$ cat src/rtl/button_conditioner.sv
// Front-panel button conditioner: synchronize, debounce, and produce registered
// press/release pulses, with optional auto-repeat press pulses while a button is held.
module button_conditioner #(
    parameter int                 NUM_BTN         = 3,
    parameter int                 DEBOUNCE_CYCLES = 500000,
    parameter int                 HOLD_CYCLES     = 25000000,
    parameter int                 REPEAT_CYCLES   = 5000000,
    parameter logic [NUM_BTN-1:0] REPEAT_MASK     = 3'b011,
    parameter logic               INVERT_IN       = 1'b0
) (
    input  logic               clk,
    input  logic               rst,
    input  logic [NUM_BTN-1:0] btn_raw,
    input  logic               en,
    output logic [NUM_BTN-1:0] btn_level,
    output logic [NUM_BTN-1:0] btn_press,
    output logic [NUM_BTN-1:0] btn_release,
    output logic               any_press
);

    localparam int DEB_W  = $clog2(DEBOUNCE_CYCLES);
    localparam int HR_MAX = (HOLD_CYCLES > REPEAT_CYCLES) ? HOLD_CYCLES : REPEAT_CYCLES;
    localparam int HOLD_W = $clog2(HR_MAX);

    localparam logic [DEB_W-1:0]  DEB_LAST  = DEB_W'(DEBOUNCE_CYCLES - 1);
    localparam logic [HOLD_W-1:0] HOLD_LAST = HOLD_W'(HOLD_CYCLES - 1);
    localparam logic [HOLD_W-1:0] REP_LAST  = HOLD_W'(REPEAT_CYCLES - 1);

    logic [NUM_BTN-1:0] raw_cond;
    logic [NUM_BTN-1:0] press_next;
    logic [NUM_BTN-1:0] release_next;
    logic [NUM_BTN-1:0] btn_press_reg;
    logic [NUM_BTN-1:0] btn_release_reg;
    logic               any_press_reg;

    assign raw_cond = btn_raw ^ {NUM_BTN{INVERT_IN}};

    genvar gi;
    generate
        for (gi = 0; gi < NUM_BTN; gi++) begin : g_btn
            logic             s1_reg;
            logic             s2_reg;
            logic             level_reg;
            logic             level_next;
            logic [DEB_W-1:0] deb_cnt_reg;
            logic [DEB_W-1:0] deb_cnt_next;
            logic             press_evt;
            logic             release_evt;
            logic             rpt_evt;

            always_ff @(posedge clk or negedge rst) begin
                if (!rst) begin
                    s1_reg      <= 1'b0;
                    s2_reg      <= 1'b0;
                    level_reg   <= 1'b0;
                    deb_cnt_reg <= '0;
                end else begin
                    s1_reg      <= raw_cond[gi];
                    s2_reg      <= s1_reg;
                    level_reg   <= level_next;
                    deb_cnt_reg <= deb_cnt_next;
                end
            end

            // Any sample agreeing with the current level restarts the count.
            always_comb begin
                level_next   = level_reg;
                deb_cnt_next = deb_cnt_reg;
                press_evt    = 1'b0;
                release_evt  = 1'b0;
                if (s2_reg == level_reg) begin
                    deb_cnt_next = '0;
                end else if (deb_cnt_reg == DEB_LAST) begin
                    level_next   = s2_reg;
                    deb_cnt_next = '0;
                    press_evt    = s2_reg;
                    release_evt  = ~s2_reg;
                end else begin
                    deb_cnt_next = deb_cnt_reg + 1'b1;
                end
            end

            if (REPEAT_MASK[gi]) begin : g_rpt
                logic [HOLD_W-1:0] hold_cnt_reg;
                logic [HOLD_W-1:0] hold_cnt_next;
                logic              rpt_phase_reg;
                logic              rpt_phase_next;
                logic              rpt_fire;

                always_ff @(posedge clk or negedge rst) begin
                    if (!rst) begin
                        hold_cnt_reg  <= '0;
                        rpt_phase_reg <= 1'b0;
                    end else begin
                        hold_cnt_reg  <= hold_cnt_next;
                        rpt_phase_reg <= rpt_phase_next;
                    end
                end

                // Level edges take priority, so a release cycle can never repeat.
                always_comb begin
                    hold_cnt_next  = hold_cnt_reg;
                    rpt_phase_next = rpt_phase_reg;
                    rpt_fire       = 1'b0;
                    if (press_evt || release_evt) begin
                        hold_cnt_next  = '0;
                        rpt_phase_next = 1'b0;
                    end else if (level_reg) begin
                        if (hold_cnt_reg == (rpt_phase_reg ? REP_LAST : HOLD_LAST)) begin
                            rpt_fire       = 1'b1;
                            hold_cnt_next  = '0;
                            rpt_phase_next = 1'b1;
                        end else begin
                            hold_cnt_next = hold_cnt_reg + 1'b1;
                        end
                    end
                end

                assign rpt_evt = rpt_fire;
            end else begin : g_no_rpt
                assign rpt_evt = 1'b0;
            end

            assign press_next[gi]   = en & (press_evt | rpt_evt);
            assign release_next[gi] = en & release_evt;
            assign btn_level[gi]    = level_reg;
        end
    endgenerate

    always_ff @(posedge clk or negedge rst) begin
        if (!rst) begin
            btn_press_reg   <= '0;
            btn_release_reg <= '0;
            any_press_reg   <= 1'b0;
        end else begin
            btn_press_reg   <= press_next;
            btn_release_reg <= release_next;
            any_press_reg   <= |press_next;
        end
    end

    assign btn_press   = btn_press_reg;
    assign btn_release = btn_release_reg;
    assign any_press   = any_press_reg;

endmodule

$ cat config.mk
export PLATFORM = sky130hd
export DESIGN_NAME = button_conditioner
export DESIGN_NICKNAME = d
export VERILOG_FILES = /design/src/rtl/button_conditioner.sv
export SDC_FILE = /design/constraint.sdc
export NUM_CORES = 1
export LEC_CHECK = 0
export CAP_MARGIN = 20
export CORE_MARGIN = 5
export CORE_UTILIZATION = 60
export CTS_BUF_LIST = sky130_fd_sc_hd__clkbuf_8
export CTS_CLUSTER_DIAMETER = 50
export DETAILED_ROUTE_END_ITERATION = 16
export HOLD_SLACK_MARGIN = 0.05
export PLACE_DENSITY = 0.78
export REMOVE_ABC_BUFFERS = 1
export SLEW_MARGIN = 10
export SYNTH_ARGS = -nofsm -noshare
export SYNTH_HDL_FRONTEND = slang
export SYNTH_SLANG_ARGS = --single-unit
$ cat constraint.sdc
create_clock -name clk -period 3 [get_ports clk]
set_clock_uncertainty 0.2 [all_clocks]
set_input_delay 0.45 -clock clk [delete_from_list [all_inputs] [get_ports clk]]
set_output_delay 0.45 -clock clk [all_outputs]
set_load 0.03 [all_outputs]
==> reports/qor.csv <==
stage,metric,value,unit
layout,layout.cells.non_filler,850,
setup_path,arrival_time_of_data_at_the_critical_path_endpoint,2.73,ns
placement,detailed_place.area,6870,µm²
power,vdd.ir_drop.worst,0.460,mV
synthesis,yosys_warnings,0,
sta,timing.fmax,385,MHz
floorplanning,floorplan.die.height,115,µm
synthesis,syn_avg_cell_area,9.80,µm²
power,leakage,2.95,nW
layout,layout-drive-gt1-share,10.8,%
clock_tree,clk_transition_reported_paths,0.08,ns
setup_path,reg2reg_from,g_btn[1].deb_cnt_reg[0],
synthesis,syn_area,6580,µm²
synthesis,ys_ff_latch,125,
placement,gpl.final_weighted_congestion,0.842,
power,power_density,469,nW/µm²
synthesis,synth_edf_count,0,
floorplanning,initial_core_utilization,61.0,%
detailed_routing,drt_first_pass_iters,5,
worst_hold_path,hold-path-endpoint,g_btn[0].s2_reg,
setup_path,reg2reg_setup_slack,0.40,ns
setup_path,critical_path_class,reg -> reg,
sta,slew_headroom,57.9,%
sta,max_slew.worst_pin.slew,0.631,ns
grt,track_usage,22.3,%
detailed_routing,detail_route.iter0.violations,554,
sta,layout_min_cycle_time,2.60,ns
floorplanning,row_count,38,
layout,layout_commonest_cell,sky130_fd_sc_hd__dfrtp_1,
clock_tree,ctsLongestPathBuffers,2,
sta,rsz0062_at_grt,no,
synthesis,yosys.cell_types.count,69,
floorplanning,die-width,115,µm
layout,final_net_count,708,
sta,report.final.slew_viol_count,0,
layout,design_area,7340,µm²
setup_path,timing.critical_path.fanout_max,11,
clock_tree,cts_made_buffers,17,
layout,antenna_cells,0,
job,maxCapViolCount,0,
synthesis,post-synth-top-area-fraction,47.5,%
grt,grt_max_degree,60,
sta,holdWs,0.151,ns
floorplanning,num_io_pins,16,
synthesis,yosys.area.top_type,sky130_fd_sc_hd__dfrtp_1,
worst_hold_path,hold_path_stages,0,
placement,dp_hpwl,9.30,mm
clock_tree,root_buffer,sky130_fd_sc_hd__clkbuf_8,
clock_tree,cts_tree,yes,
detailed_routing,drc,0,
clock_tree,cts_sink_count,125,
detailed_routing,routed_via_density,6.23,
layout,largest_reg_flops,57,
floorplanning,floorplan_core_area,10800,µm²
power,power,3.44,mW
synthesis,yosysSeqAreaShare,47.5,%
synthesis,asyncSetResetFlopFracSynth,100,%
detailed_routing,antenna_violating_nets_post_route,0,
layout,most-common-layout-cells,"125 x sky130_fd_sc_hd__dfrtp_1, 83 x sky130_fd_sc_hd__nor2_1, 50 x sky130_fd_sc_hd__nand2_1",
detailed_routing,routedWlPerCell,16.2,µm
grt,first_global_vias,5184,
synthesis,synthCells,672,
synthesis,synth.area.top_cells,"sky130_fd_sc_hd__dfrtp_1 48%, sky130_fd_sc_hd__nor2_1 4.7%, sky130_fd_sc_hd__xnor2_1 4.0%, sky130_fd_sc_hd__xor2_1 3.2%, sky130_fd_sc_hd__a21oi_1 2.9%",
clock_tree,total_number_of_h_tree_levels,4,
floorplanning,die-area,13200,µm²
setup_path,setup.worst_path.start_class,register,
status,outcome,completed,
placement,place.port_buffers,15,
layout,area.growth.synth_to_final,11.5,%
sta,report.final.setup_viol,0,
clock_tree,clock_insertion_delay_worst_skew,0.45,ns
grt,antenna_violations_before_repair,0,
setup_path,number_of_cells_traversed_by_the_worst_register_to_register_path,7,
worst_hold_path,worst_hold_class,reg -> reg,
grt,total_grt_overflow,0,
detailed_routing,vias,5293,
setup_path,critical_path.endpoint_type,register,
layout,fillCellCount,816,
sta,timing.final.crit_share,86.6,%
placement,post-place-cells,816,
setup_path,endpoint_of_the_most_critical_register_to_register_path,g_btn[1].g_rpt.hold_cnt_reg[23],
setup_path,cp.required,3.13,ns
sta,hold_viol,0,
worst_hold_path,min_delay_src,g_btn[0].s1_reg,
detailed_routing,routed_wirelength,13.7,mm
sta,timing.setup.tns,0,ns
synthesis,postSynth.topFlopCell,sky130_fd_sc_hd__dfrtp_1,
grt,global_route_wire_length_before_repair,23.8,mm
## through the flow
step                      setup WS, ns  util [%]
final                            0.402      68.0
after global routing             0.252      68.0
after CTS                        0.262      67.9
after detailed placement         0.280      63.7
after global placement           0.427      63.7
after floorplan                  0.394         -
## cell type report
type | count | area, µm² | area share (%)
tap | 140 | 175 | 2.39
multi-input combinational | 510 | 3270 | 44.5
sequential | 125 | 3130 | 42.6
inverter | 14 | 52.6 | 0.716
clock buffer | 17 | 234 | 3.19
clock inverter | 15 | 211 | 2.88
timing repair buffer | 29 | 272 | 3.70
## what timing repair did
item                                    4_1_cts  5_1_grt
gates resized for setup                       0        0
endpoints found under the hold margin        46        0
setup buffers                                 0        0
hold buffers                                  1        0
endpoints found under the setup margin        0        0
## kinds of logic (layout without fill, tap and decap cells)
group                    count (synthesis)  in the layout  share of synthesized area (%)
adder cells (fa/ha/maj)                  5              5                          0.950
AO/OA/AOI/OAI                          114            114                           12.0
AND/OR/NAND/NOR                        332            332                           28.7
flip-flops                             125            125                           47.5
buffers and inverters                   37             75                           2.87
multiplexers                             5              5                          0.836
XOR/XNOR                                54             54                           7.18
## synth_stat cells (4+ instances only)
cell type,number
sky130_fd_sc_hd__xor2_1,24
sky130_fd_sc_hd__buf_4,6
sky130_fd_sc_hd__and4_1,9
sky130_fd_sc_hd__nor4_1,9
sky130_fd_sc_hd__and2_1,8
sky130_fd_sc_hd__nand2_1,50
sky130_fd_sc_hd__dfrtp_1,125
sky130_fd_sc_hd__clkbuf_1,4
sky130_fd_sc_hd__nand4_1,23
sky130_fd_sc_hd__nor4b_1,4
sky130_fd_sc_hd__nand4b_1,5
sky130_fd_sc_hd__inv_1,14
sky130_fd_sc_hd__a21oi_1,38
sky130_fd_sc_hd__a31oi_1,7
sky130_fd_sc_hd__nor3_1,16
sky130_fd_sc_hd__o21ai_0,17
sky130_fd_sc_hd__ha_1,5
sky130_fd_sc_hd__nand3_1,38
sky130_fd_sc_hd__and3_1,13
sky130_fd_sc_hd__a22o_1,5
sky130_fd_sc_hd__nor2_1,83
sky130_fd_sc_hd__mux2_2,4
sky130_fd_sc_hd__buf_2,10
sky130_fd_sc_hd__nand2b_1,4
sky130_fd_sc_hd__o31ai_1,21
sky130_fd_sc_hd__xnor2_1,30
sky130_fd_sc_hd__or2_2,5
sky130_fd_sc_hd__or3_1,18
sky130_fd_sc_hd__or4_1,20
## per-layer routing
layer | GRT usage, % | vias up | wire length, µm
li1 | - | 2520 | -
met1 | 28.6 | 2638 | 6100
met2 | 37.0 | 118 | 6940
met3 | 5.68 | 17 | 533
met5 | 0 | - | 0
met4 | 7.82 | 0 | 163
## power breakdown
| group | internal, mW | leakage, nW | switching (mW) | total (mW) |
|---|---|---|---|---|
| registers | 1.70 | 1.73 | 0.0149 | 1.71 |
| clock network | 0.920 | 0.227 | 0.725 | 1.65 |
| logic | 0.0228 | 0.999 | 0.0589 | 0.0817 |
| total | 2.64 | 2.95 | 0.799 | 3.44 |
## how the worst max path moves through the flow
stage,start,slack (ns),to
6_report,g_btn[1].deb_cnt_reg[0],0.40,g_btn[1].g_rpt.hold_cnt_reg[23]
5_1_grt,g_btn[1].deb_cnt_reg[0],0.25,g_btn[1].g_rpt.hold_cnt_reg[13]
4_1_cts,g_btn[1].deb_cnt_reg[0],0.26,g_btn[1].g_rpt.hold_cnt_reg[13]
3_5_place_dp,g_btn[1].deb_cnt_reg[0],0.28,g_btn[1].g_rpt.hold_cnt_reg[11]
3_3_place_gp,g_btn[1].deb_cnt_reg[0],0.43,g_btn[1].g_rpt.hold_cnt_reg[13]
2_1_floorplan,g_btn[1].deb_cnt_reg[0],0.39,g_btn[1].g_rpt.hold_cnt_reg[23]
## worst max-delay path: stages (launching register included)
cell and delay, ns:
sky130_fd_sc_hd__dfrtp_1 0.40, sky130_fd_sc_hd__ha_1 0.28, sky130_fd_sc_hd__nand4_4 0.17, sky130_fd_sc_hd__or4b_4 0.58, sky130_fd_sc_hd__o31ai_2 0.19, sky130_fd_sc_hd__buf_4 0.21
sky130_fd_sc_hd__nor2_1 0.12, sky130_fd_sc_hd__a221o_1 0.33
Note: power is estimated with default switching activity, not from simulation.
